<file path="src/rtl/matrix_txctrl_pkg.sv">
// Shared definitions for the TX frame sequencer: state encoding, word and
// length widths, and the chunk-size helper.
package matrix_txctrl_pkg;

  localparam int unsigned TXCTRL_WORD_BITS = 32;
  localparam int unsigned TXCTRL_LEN_W     = 16;
  localparam int unsigned TXCTRL_CNT_W     = 8;

  // One-hot sequencer states.
  typedef enum logic [4:0] {
    TXCTRL_IDLE  = 5'b00001,
    TXCTRL_FETCH = 5'b00010,
    TXCTRL_LOAD  = 5'b00100,
    TXCTRL_SHIFT = 5'b01000,
    TXCTRL_DONE  = 5'b10000
  } txCtrlState_e;

  // Bits carried by the next word: min(remaining, word size).
  function automatic logic [TXCTRL_CNT_W-1:0] chunkBits(input logic [31:0] remBits);
    if (remBits >= TXCTRL_WORD_BITS)
      return TXCTRL_CNT_W'(TXCTRL_WORD_BITS);
    else
      return remBits[TXCTRL_CNT_W-1:0];
  endfunction

endpackage

</file>
<file path="src/rtl/matrix_txctrl_if.sv">
// Frame command, TX FIFO and shift-register control bundle of the sequencer.
interface matrix_txctrl_if #(
  parameter int unsigned LEN_W = matrix_txctrl_pkg::TXCTRL_LEN_W
);
  logic             tx_FrameStart;
  logic [LEN_W-1:0] tx_FrameBitLen;
  logic             tx_Abort;
  logic [31:0]      TxFifoData;
  logic             TxFifoEmpty;
  logic             TxFifoRd;
  logic [31:0]      tx_ShiftDataIn;
  logic [7:0]       tx_ShiftBitCnt;
  logic             tx_ShiftLoad;
  logic             tx_ShiftStart;
  logic             tx_FinalShiftLoadErase;
  logic             tx_ShiftEmpty;
  logic             tx_Busy;
  logic             tx_FrameDone;
  logic             tx_Underrun;

  // Sequencer side.
  modport master (
    input  tx_FrameStart, tx_FrameBitLen, tx_Abort,
    input  TxFifoData, TxFifoEmpty, tx_ShiftEmpty,
    output TxFifoRd, tx_ShiftDataIn, tx_ShiftBitCnt, tx_ShiftLoad,
    output tx_ShiftStart, tx_FinalShiftLoadErase,
    output tx_Busy, tx_FrameDone, tx_Underrun
  );

  // Host / FIFO / shift-register side.
  modport slave (
    output tx_FrameStart, tx_FrameBitLen, tx_Abort,
    output TxFifoData, TxFifoEmpty, tx_ShiftEmpty,
    input  TxFifoRd, tx_ShiftDataIn, tx_ShiftBitCnt, tx_ShiftLoad,
    input  tx_ShiftStart, tx_FinalShiftLoadErase,
    input  tx_Busy, tx_FrameDone, tx_Underrun
  );
endinterface

</file>
<file path="src/rtl/matrix_txctrl.sv">
// TX frame sequencer: pulls words from the FWFT TX FIFO and drives the
// load/start/erase controls of the shift register, with one prefetch word
// so consecutive words go out without a gap.
module matrix_txctrl
  import matrix_txctrl_pkg::*;
#(
  parameter int unsigned LEN_W = TXCTRL_LEN_W
) (
  input logic          Clk,
  input logic          Reset,
  matrix_txctrl_if.master bus
);

  txCtrlState_e                state;
  logic [LEN_W-1:0]            remBits;
  logic [TXCTRL_WORD_BITS-1:0] hold;
  logic [TXCTRL_CNT_W-1:0]     holdCnt;
  logic [TXCTRL_CNT_W-1:0]     chunk;
  logic                        holdValid;
  logic                        lastChunk;
  logic                        fifoRd;
  logic                        loadReg;
  logic                        shiftStart;
  logic                        busy;
  logic                        frameDone;
  logic                        underrun;
  logic                        inShift;
  logic                        reloadNow;
  logic                        underrunNow;
  logic                        finalErase;
  logic                        prefetch;

  // Chunk size of the next word and the per-cycle SHIFT decisions.
  always_comb begin
    chunk       = chunkBits(32'(remBits));
    inShift     = (state == TXCTRL_SHIFT);
    reloadNow   = inShift && bus.tx_ShiftEmpty && !lastChunk && holdValid && !bus.tx_Abort;
    underrunNow = inShift && bus.tx_ShiftEmpty && !lastChunk && !holdValid;
    finalErase  = inShift && bus.tx_ShiftEmpty && (lastChunk || !holdValid);
    prefetch    = inShift && (remBits != '0) && !holdValid && !bus.TxFifoEmpty && !underrunNow;
  end

  assign bus.TxFifoRd               = fifoRd;
  assign bus.tx_ShiftDataIn         = hold;
  assign bus.tx_ShiftBitCnt         = holdCnt;
  // The seamless reload has to coincide with the cycle the last bit leaves,
  // so it bypasses the load register; the first load of a frame is registered.
  assign bus.tx_ShiftLoad           = loadReg | reloadNow;
  assign bus.tx_ShiftStart          = shiftStart;
  assign bus.tx_FinalShiftLoadErase = finalErase;
  assign bus.tx_Busy                = busy;
  assign bus.tx_FrameDone           = frameDone;
  assign bus.tx_Underrun            = underrun;

  // Frame sequencer with prefetch register and registered strobes.
  always_ff @(posedge Clk or negedge Reset) begin
    if (!Reset) begin
      state      <= TXCTRL_IDLE;
      remBits    <= '0;
      hold       <= '0;
      holdCnt    <= '0;
      holdValid  <= 1'b0;
      lastChunk  <= 1'b0;
      fifoRd     <= 1'b0;
      loadReg    <= 1'b0;
      shiftStart <= 1'b0;
      busy       <= 1'b0;
      frameDone  <= 1'b0;
      underrun   <= 1'b0;
    end else begin
      fifoRd    <= 1'b0;
      loadReg   <= 1'b0;
      frameDone <= 1'b0;
      underrun  <= 1'b0;
      if (bus.tx_Abort) begin
        state      <= TXCTRL_IDLE;
        shiftStart <= 1'b0;
        busy       <= 1'b0;
        holdValid  <= 1'b0;
        lastChunk  <= 1'b0;
        remBits    <= '0;
      end else begin
        unique case (state)
          TXCTRL_IDLE: begin
            if (bus.tx_FrameStart) begin
              if (bus.tx_FrameBitLen != '0) begin
                remBits <= bus.tx_FrameBitLen;
                busy    <= 1'b1;
                state   <= TXCTRL_FETCH;
              end else begin
                frameDone <= 1'b1;
              end
            end
          end
          TXCTRL_FETCH: begin
            if (!bus.TxFifoEmpty) begin
              fifoRd    <= 1'b1;
              hold      <= bus.TxFifoData;
              holdCnt   <= chunk;
              remBits   <= remBits - LEN_W'(chunk);
              holdValid <= 1'b1;
              state     <= TXCTRL_LOAD;
            end
          end
          TXCTRL_LOAD: begin
            loadReg    <= 1'b1;
            holdValid  <= 1'b0;
            lastChunk  <= (remBits == '0);
            shiftStart <= 1'b1;
            state      <= TXCTRL_SHIFT;
          end
          TXCTRL_SHIFT: begin
            if (bus.tx_ShiftEmpty && lastChunk) begin
              state <= TXCTRL_DONE;
            end else if (reloadNow) begin
              holdValid <= 1'b0;
              lastChunk <= (remBits == '0);
            end else if (underrunNow) begin
              underrun   <= 1'b1;
              shiftStart <= 1'b0;
              busy       <= 1'b0;
              state      <= TXCTRL_IDLE;
            end else if (prefetch) begin
              fifoRd    <= 1'b1;
              hold      <= bus.TxFifoData;
              holdCnt   <= chunk;
              remBits   <= remBits - LEN_W'(chunk);
              holdValid <= 1'b1;
            end
          end
          TXCTRL_DONE: begin
            frameDone  <= 1'b1;
            shiftStart <= 1'b0;
            busy       <= 1'b0;
            state      <= TXCTRL_IDLE;
          end
          default: begin
            state      <= TXCTRL_IDLE;
            shiftStart <= 1'b0;
            busy       <= 1'b0;
          end
        endcase
      end
    end
  end

endmodule

</file>
<file path="src/flat_wrapper.sv">
// flat-port wrapper written by rule: the top's interface ports become plain ports
module matrix_txctrl_flat import matrix_txctrl_pkg::*;
#(
  parameter int unsigned LEN_W = TXCTRL_LEN_W
)
  (Clk, Reset, bus_tx_FrameStart, bus_tx_FrameBitLen, bus_tx_Abort, bus_TxFifoData, bus_TxFifoEmpty, bus_tx_ShiftEmpty, bus_TxFifoRd, bus_tx_ShiftDataIn, bus_tx_ShiftBitCnt, bus_tx_ShiftLoad, bus_tx_ShiftStart, bus_tx_FinalShiftLoadErase, bus_tx_Busy, bus_tx_FrameDone, bus_tx_Underrun);
  matrix_txctrl_if #(.LEN_W(LEN_W)) bus_i ();
  input logic Clk;
  input logic Reset;
  input wire logic [$bits(bus_i.tx_FrameStart)-1:0] bus_tx_FrameStart;
  input wire logic [$bits(bus_i.tx_FrameBitLen)-1:0] bus_tx_FrameBitLen;
  input wire logic [$bits(bus_i.tx_Abort)-1:0] bus_tx_Abort;
  input wire logic [$bits(bus_i.TxFifoData)-1:0] bus_TxFifoData;
  input wire logic [$bits(bus_i.TxFifoEmpty)-1:0] bus_TxFifoEmpty;
  input wire logic [$bits(bus_i.tx_ShiftEmpty)-1:0] bus_tx_ShiftEmpty;
  output wire logic [$bits(bus_i.TxFifoRd)-1:0] bus_TxFifoRd;
  output wire logic [$bits(bus_i.tx_ShiftDataIn)-1:0] bus_tx_ShiftDataIn;
  output wire logic [$bits(bus_i.tx_ShiftBitCnt)-1:0] bus_tx_ShiftBitCnt;
  output wire logic [$bits(bus_i.tx_ShiftLoad)-1:0] bus_tx_ShiftLoad;
  output wire logic [$bits(bus_i.tx_ShiftStart)-1:0] bus_tx_ShiftStart;
  output wire logic [$bits(bus_i.tx_FinalShiftLoadErase)-1:0] bus_tx_FinalShiftLoadErase;
  output wire logic [$bits(bus_i.tx_Busy)-1:0] bus_tx_Busy;
  output wire logic [$bits(bus_i.tx_FrameDone)-1:0] bus_tx_FrameDone;
  output wire logic [$bits(bus_i.tx_Underrun)-1:0] bus_tx_Underrun;
  assign bus_i.tx_FrameStart = bus_tx_FrameStart;
  assign bus_i.tx_FrameBitLen = bus_tx_FrameBitLen;
  assign bus_i.tx_Abort = bus_tx_Abort;
  assign bus_i.TxFifoData = bus_TxFifoData;
  assign bus_i.TxFifoEmpty = bus_TxFifoEmpty;
  assign bus_i.tx_ShiftEmpty = bus_tx_ShiftEmpty;
  assign bus_TxFifoRd = bus_i.TxFifoRd;
  assign bus_tx_ShiftDataIn = bus_i.tx_ShiftDataIn;
  assign bus_tx_ShiftBitCnt = bus_i.tx_ShiftBitCnt;
  assign bus_tx_ShiftLoad = bus_i.tx_ShiftLoad;
  assign bus_tx_ShiftStart = bus_i.tx_ShiftStart;
  assign bus_tx_FinalShiftLoadErase = bus_i.tx_FinalShiftLoadErase;
  assign bus_tx_Busy = bus_i.tx_Busy;
  assign bus_tx_FrameDone = bus_i.tx_FrameDone;
  assign bus_tx_Underrun = bus_i.tx_Underrun;
  matrix_txctrl #(.LEN_W(LEN_W)) u_core (.Clk(Clk), .Reset(Reset), .bus(bus_i));
endmodule
</file>
<file path="config.mk">
export PLATFORM = sky130hd
export DESIGN_NAME = matrix_txctrl_flat
export DESIGN_NICKNAME = d
export VERILOG_FILES = /design/src/rtl/matrix_txctrl_pkg.sv /design/src/rtl/matrix_txctrl_if.sv /design/src/rtl/matrix_txctrl.sv /design/src/flat_wrapper.sv
export SDC_FILE = /design/constraint.sdc
export NUM_CORES = 1
export LEC_CHECK = 0
export ABC_AREA = 1
export CORE_MARGIN = 10
export CORE_UTILIZATION = 50
export DETAILED_ROUTE_END_ITERATION = 8
export DONT_BUFFER_PORTS = 1
export PLACE_DENSITY = 0.68
export SKIP_LAST_GASP = 1
export SYNTH_ARGS = -nofsm -noshare
export SYNTH_HDL_FRONTEND = slang
export SYNTH_SLANG_ARGS = --single-unit
</file>
<file path="constraint.sdc">
create_clock -name Clk -period 1.85 [get_ports Clk]
set_clock_uncertainty 0.1 [all_clocks]
set_input_delay 0.2775 -clock Clk [delete_from_list [all_inputs] [get_ports Clk]]
set_output_delay 0.2775 -clock Clk [all_outputs]
set_load 0.005 [all_outputs]
</file>
---- Yosys cells after proc, flatten, opt, wreduce, memory -nomap -nowiden ----
Cells that the tools add are included.
storage, ports and cells
  RAM bits ................................ 0
  latch bits .............................. 0
  input bits .............................. 54
  memories kept ........................... 0
  output and inout port bits .............. 47
  ROM bits ................................ 0
  word-level logic and storage cells ...... 142
  bits in registers ....................... 69
operators by class
  muxes and demuxes ....................... 68
  $add $sub $neg .......................... 1
  divide/modulo/power cells ............... 0
  order comparisons ....................... 1
  bitwise operators ....................... 2
  reduce and logical (&&, ||, !) cells .... 33
  shifts and indexed selects .............. 0
  $mul .................................... 0
  equal/unequal tests ..................... 25
operator list
  cell                                                                count
  2-to-1 mux 32 bit                                                   5
  2-to-1 mux 16 bit                                                   8
  case mux 32 bit (2 select lines)                                    1
  2-to-1 mux 8 bit                                                    6
  case mux 16 bit (3 select lines)                                    1
  2-to-1 mux 5 bit                                                    7
  2-to-1 mux 1 bit                                                    32
  nonzero test 16 bit                                                 2
  inequality test 3 bit, second input constant                        8
  case mux 5 bit (4 select lines)                                     1
  greater-or-equal comparator 16 x 6 -> 1 bit, second input constant  1
  zero test 16 bit                                                    1
  inequality test 4 bit, second input constant                        4
  case mux 8 bit (2 select lines)                                     1
  subtractor 16 x 8 -> 16 bit                                         1
  logical AND 1 bit                                                   11
  inequality test 2 bit, second input constant                        5
  AND reduction 5 bit                                                 2
  case mux 1 bit (3 select lines)                                     3
  AND reduction 8 bit                                                 1
  nonzero test 4 bit                                                  2
  AND reduction 7 bit                                                 1
  case mux 1 bit (2 select lines)                                     3
  AND reduction 6 bit                                                 1
  other kinds (16)                                                    22

---- Depth between registers and ports, before layout ----
  word-level depth ........................ 12
  depth in mapped cells ................... 15
  depth with buffers taken out ............ 13

---- Worst setup path before layout ----
No wires, ideal clock.
  kind .................................... reg2reg
  start point ............................. reg u_core.state[0]
  end point ............................... reg u_core.remBits[9]
  required time ........................... 1,620 ps
  stages on the path, launching flop included .. 11
  buffers on the path ..................... 1
  setup slack ............................. 77 ps
  period minus slack after synthesis ...... 1,773 ps
  library setup time ...................... 130 ps
  arrival time ............................ 1,543 ps
  cell sequence ........................... dfstp_2 inv_1 nor3_1 nand2_1 nand2_1 nor2_1 nor2_1 nand3_2 buf_2 nand2_1 o21ai_0
between the ends
  word-level cells in the longest chain between the ends .. 8
  elaborated cells between the ends (all ways) .. 24
  classes of those cells .................. 10 x eq/ne; 2 x mux; 12 x reduce/logical
ends and longest elaborated chain
  what                                    RTL line                                  RTL
  start, declared                         matrix_txctrl.sv:14                       txCtrlState_e state;
  start signal, assigned                  matrix_txctrl.sv:58                       state <= TXCTRL_IDLE;
  start signal, assigned                  matrix_txctrl.sv:76                       state <= TXCTRL_IDLE;
  start signal, assigned                  matrix_txctrl.sv:89                       state <= TXCTRL_FETCH;
  == test 5 x 4 -> 1 bit                  matrix_txctrl.sv:36, matrix_txctrl.sv:83
  logical AND 1 bit (2 in series)         matrix_txctrl.sv:37, matrix_txctrl.sv:38
  logical AND 1 bit                       matrix_txctrl.sv:38                       underrunNow = inShift && bus.tx_ShiftEmpty && !lastChunk && !holdValid;
  zero test 1 bit                         matrix_txctrl.sv:40                       prefetch = inShift && (remBits != '0) && !holdValid && !bus.TxFifoEmpty && !underrunNow;
  logical AND 1 bit                       matrix_txctrl.sv:40
  inequality test 3 bit (no source line)  n/a
  AND reduction 8 bit (no source line)    n/a
  end signal, assigned                    matrix_txctrl.sv:87                       remBits <= bus.tx_FrameBitLen;
  end signal, assigned                    matrix_txctrl.sv:100                      remBits <= remBits - LEN_W'(chunk);
  end signal, assigned                    matrix_txctrl.sv:127                      remBits <= remBits - LEN_W'(chunk);
  end, declared                           matrix_txctrl.sv:15                       logic [LEN_W-1:0] remBits;
Several ways; a longest one is shown, not always the timed one.
A chain may end at the register's enable or synchronous reset.

---- Worst setup path after layout ----
  start point ............................. reg u_core.state[1]
  end point ............................... out bus_tx_ShiftLoad
between the ends
  word-level cells in the longest chain between the ends .. 6
ends and longest elaborated chain
  what                             RTL line             RTL
  == test 5 x 4 -> 1 bit           matrix_txctrl.sv:36  inShift = (state == TXCTRL_SHIFT);
  logical AND 1 bit (4 in series)  matrix_txctrl.sv:37  reloadNow = inShift && bus.tx_ShiftEmpty && !lastChunk && holdValid && !bus.tx_Abort;
  OR 1 bit                         matrix_txctrl.sv:48  assign bus.tx_ShiftLoad = loadReg | reloadNow;
  end, declared                    flat_wrapper.sv:19   output wire logic [$bits(bus_i.tx_ShiftLoad)-1:0] bus_tx_ShiftLoad;
Every way passes these cells.

==> flow_results.xml <==
<?xml version="1.0" encoding="UTF-8"?>
<metrics>
  <group name="placement">
    <metric name="gp_routability_congestion" unit="">0.871</metric>
    <metric name="pre_cts_ws" unit="ps">-173</metric>
    <metric name="area_of_placed_instances" unit="mm²">0.00396</metric>
    <metric name="dp.final_hpwl" unit="mm">7.36</metric>
    <metric name="placedCellCount" unit="">613</metric>
    <metric name="io_buffer_count" unit="">0</metric>
  </group>
  <group name="sta">
    <metric name="final_worst_path_cycle_share" unit="%">106</metric>
    <metric name="setup_viol_count_final" unit="">57</metric>
    <metric name="final_period_minus_worst_setup_slack" unit="ps">1950</metric>
    <metric name="clock.fmax" unit="MHz">512</metric>
    <metric name="post-route-worst-setup-slack" unit="ps">-102</metric>
    <metric name="holdWs" unit="ps">-483</metric>
    <metric name="hold_viol" unit="">69</metric>
    <metric name="setup_total_negative_slack" unit="ps">-3280</metric>
    <metric name="rsz0062_at_grt" unit="">true</metric>
    <metric name="slew_viol_final" unit="">0</metric>
  </group>
  <group name="worst_setup_path">
    <metric name="end_kind" unit="">output port</metric>
    <metric name="critical_path_buf_inv_count" unit="">1</metric>
    <metric name="top_fanout_value_on_the_critical_path" unit="">5</metric>
    <metric name="cp_data_arrival_time" unit="ps">1570</metric>
    <metric name="critPathTopFamily" unit="">simple AND/OR/NAND/NOR gates</metric>
    <metric name="worstPathRequired" unit="ps">1470</metric>
    <metric name="cpMaxStageDelayCell" unit="">sky130_fd_sc_hd__dfrtp_1</metric>
    <metric name="reg2reg_from" unit="">u_core.state[0]</metric>
    <metric name="startpoint_type" unit="">register</metric>
    <metric name="critical_path.cell_chain" unit="">nor2_4, nand4_4, nor2_4, nand4_4, buf_6, nand2_4</metric>
    <metric name="max_stage_delay" unit="ps">430</metric>
    <metric name="worst_setup_path_start" unit="">u_core.state[1]</metric>
    <metric name="path_class" unit="">register to output port</metric>
  </group>
  <group name="clocking">
    <metric name="clock_path_buffers" unit="">2</metric>
    <metric name="worstSkewPairLatency" unit="ps">360</metric>
    <metric name="cts.root.buffer_cell" unit="">sky130_fd_sc_hd__clkbuf_8</metric>
    <metric name="cts-htree-levels" unit="">3</metric>
    <metric name="cts_num_sinks" unit="">69</metric>
    <metric name="tritoncts" unit="">yes</metric>
    <metric name="cts_inserted_buffers" unit="">9</metric>
    <metric name="path_clk_slew" unit="ps">90</metric>
  </group>
  <group name="detailed_routing">
    <metric name="route.final.wire_length" unit="mm">10.5</metric>
    <metric name="dr.first_iter.drc_count" unit="">239</metric>
    <metric name="routed-via-count" unit="">3433</metric>
    <metric name="post-route-drc-count" unit="">0</metric>
    <metric name="wl_per_cell" unit="µm">15.7</metric>
    <metric name="vias_per_cell" unit="">5.13</metric>
    <metric name="antenna_left" unit="">0</metric>
    <metric name="detailedRoute.firstPassIterationCount" unit="">5</metric>
  </group>
  <group name="power_and_ir_drop">
    <metric name="cellInternalPower" unit="mW">4.12</metric>
    <metric name="part_of_the_total_power_dissipated_in_the_clock_network" unit="%">20.7</metric>
    <metric name="comb_power_share" unit="%">41.5</metric>
    <metric name="vdd_ir_drop_max" unit="mV">0.670</metric>
    <metric name="p_per_area" unit="mW/mm²">1460</metric>
    <metric name="leakagePower" unit="nW">2.43</metric>
    <metric name="total_power" unit="mW">6.91</metric>
    <metric name="power.switching_fraction" unit="%">40.3</metric>
    <metric name="sequentialPowerShare" unit="%">37.8</metric>
    <metric name="net_switching_power" unit="mW">2.79</metric>
  </group>
  <group name="status">
    <metric name="failed_checks" unit="">hold timing, setup timing</metric>
    <metric name="outcome" unit="">complete, but fails checks</metric>
  </group>
  <group name="finish">
    <metric name="mostFrequentLayoutCells" unit="">159 x sky130_fd_sc_hd__nand2_1, 67 x sky130_fd_sc_hd__nand3_1, 67 x sky130_fd_sc_hd__dfrtp_1, 48 x sky130_fd_sc_hd__nor2_1, 44 x sky130_fd_sc_hd__inv_1</metric>
    <metric name="post_route_core_utilization" unit="%">68.6</metric>
    <metric name="finish.net_count" unit="">623</metric>
    <metric name="final_layout_size_suffix_gt1_share" unit="%">18.2</metric>
    <metric name="final-instance-count-excl-fill" unit="">669</metric>
    <metric name="antenna-diode-count" unit="">0</metric>
    <metric name="mostFrequentLayoutCell" unit="">sky130_fd_sc_hd__nand2_1</metric>
    <metric name="final_area" unit="mm²">0.00474</metric>
    <metric name="syn_to_layout_area_delta" unit="%">31.1</metric>
  </group>
  <group name="synth">
    <metric name="synth.ff_latch_count" unit="">69</metric>
    <metric name="syn-mean-instance-area" unit="µm²">7.35</metric>
    <metric name="ys_seq_area_share" unit="%">47.8</metric>
    <metric name="synth_cell_type_count" unit="">30</metric>
    <metric name="yosysWarnings" unit="">0</metric>
    <metric name="postSynthNetCount" unit="">547</metric>
    <metric name="postSynthCellCount" unit="">492</metric>
    <metric name="syn-cell-area" unit="mm²">0.00362</metric>
  </group>
  <group name="global_route">
    <metric name="grt_first_pass_wirelength" unit="mm">16.9</metric>
    <metric name="globalRouteOverflowTotal" unit="">0</metric>
    <metric name="grt_start_max_net_pins" unit="">70</metric>
    <metric name="global_route.usage.total" unit="%">18.7</metric>
    <metric name="number_of_global_route_vias_before_repair" unit="">3362</metric>
    <metric name="number_of_antenna_violations_at_the_first_check_in_global_routing" unit="">0</metric>
  </group>
  <group name="flow_run">
    <metric name="drv.max_cap_violation_count" unit="">0</metric>
  </group>
  <group name="die">
    <metric name="io_pins" unit="">101</metric>
    <metric name="fp.coreArea" unit="mm²">0.00691</metric>
    <metric name="die_x" unit="µm">105</metric>
    <metric name="dieHeight" unit="µm">105</metric>
    <metric name="site_row_count" unit="">30</metric>
    <metric name="start_util" unit="%">52.4</metric>
    <metric name="die_area" unit="mm²">0.0110</metric>
  </group>
  <group name="worst_hold_path">
    <metric name="hold_path.class" unit="">primary input to async pin</metric>
  </group>
</metrics>
[routing by layer]
metal  track usage (%)  part of all wire, %  vias up
li1                  -                    -     1720
met1              22.8                   41     1576
met2              29.7                   48      125
met3              5.53                  8.6       12
met4              8.53                  1.6        0
met5                 0                    0        -
[power by group through the flow]
stage | Clock [mW] | Combinational (mW) | Sequential (mW)
3_3_place_gp | 0 | 2.41 | 2.63
2_1_floorplan | 0 | 1.63 | 2.52
6_report | 1.43 | 2.86 | 2.61
3_5_place_dp | 0 | 2.48 | 2.65
5_1_grt | 1.52 | 3.25 | 2.69
4_1_cts | 1.46 | 2.72 | 2.63
[area by class of cell]
cell class / instances / area [µm²]
Clock inverter: 7 / 105
Tap cell: 96 / 120
Inverter: 49 / 189
Clock buffer: 9 / 124
Multi-Input combinational cell: 355 / 1710
Sequential cell: 69 / 1730
Fill cell: 581 / 2170
Timing Repair Buffer: 84 / 764
[registers in the layout, indices dropped and copies added (netlist names), 5 cells and up]
register and flops:
u_core.remBits 16, u_core.bus.tx_ShiftDataIn 32, u_core.state 5, u_core.bus.tx_ShiftBitCnt 8
[worst paths after layout]
path,to,slack (ps),cells after the start
min in group Clk,u_core.bus.tx_FrameDone,0,2
min,u_core.lastChunk,-480,0
max reg2reg,u_core.remBits[3],-90,11
min reg2reg,u_core.bus.tx_ShiftDataIn[4],410,2
max in group asynchronous,u_core.state[0],1930,0
max,bus_tx_ShiftLoad,-100,6
[cell families after synthesis]
kind of cell / after synthesis / share of synthesized area, %
fa+ha+maj: 1 / 0.346
buf+inv: 68 / 8.30
compound gates: 33 / 4.71
other cells: 1 / 0.104
simple gates: 320 / 38.8
flops: 69 / 47.8
[Yosys cell counts]
cell type	count	area [µm²]
sky130_fd_sc_hd__nand2_1	170	638
sky130_fd_sc_hd__nand3_1	71	355
sky130_fd_sc_hd__dfrtp_1	68	1700
sky130_fd_sc_hd__nor2_1	52	195
sky130_fd_sc_hd__inv_1	45	169
sky130_fd_sc_hd__o21ai_0	23	115
sky130_fd_sc_hd__buf_2	9	45.0
sky130_fd_sc_hd__nand4_1	9	56.3
sky130_fd_sc_hd__buf_4	7	52.6
sky130_fd_sc_hd__a21oi_1	5	25.0
sky130_fd_sc_hd__nor3_1	5	25.0
sky130_fd_sc_hd__inv_2	4	15.0
sky130_fd_sc_hd__nand4_2	2	25.0
sky130_fd_sc_hd__nor2_4	2	22.5
sky130_fd_sc_hd__nor3_2	2	20.0
sky130_fd_sc_hd__nor4_1	2	12.5
sky130_fd_sc_hd__o21ai_1	2	10.0
sky130_fd_sc_hd__o22ai_1	2	12.5
sky130_fd_sc_hd__and2_1	1	6.26
sky130_fd_sc_hd__buf_1	1	3.75
sky130_fd_sc_hd__buf_6	1	11.3
sky130_fd_sc_hd__clkbuf_1	1	3.75
sky130_fd_sc_hd__conb_1	1	3.75
sky130_fd_sc_hd__dfstp_2	1	26.3
sky130_fd_sc_hd__ha_1	1	12.5
sky130_fd_sc_hd__nand3_2	1	10.0
sky130_fd_sc_hd__nand3b_1	1	7.51
sky130_fd_sc_hd__nand4_4	1	21.3
sky130_fd_sc_hd__nor2_2	1	6.26
sky130_fd_sc_hd__o21a_1	1	7.51
[what timing repair did]
action / in CTS / in global routing
gates cloned: 2 / 0
gates resized for setup: 26 / 30
pin swaps: 7 / 11
endpoints found under the hold margin: 107 / 74
hold buffers: 32 / 1
setup buffers: 5 / 0
endpoints found under the setup margin: 63 / 65
(Power assumes the default switching activity.)
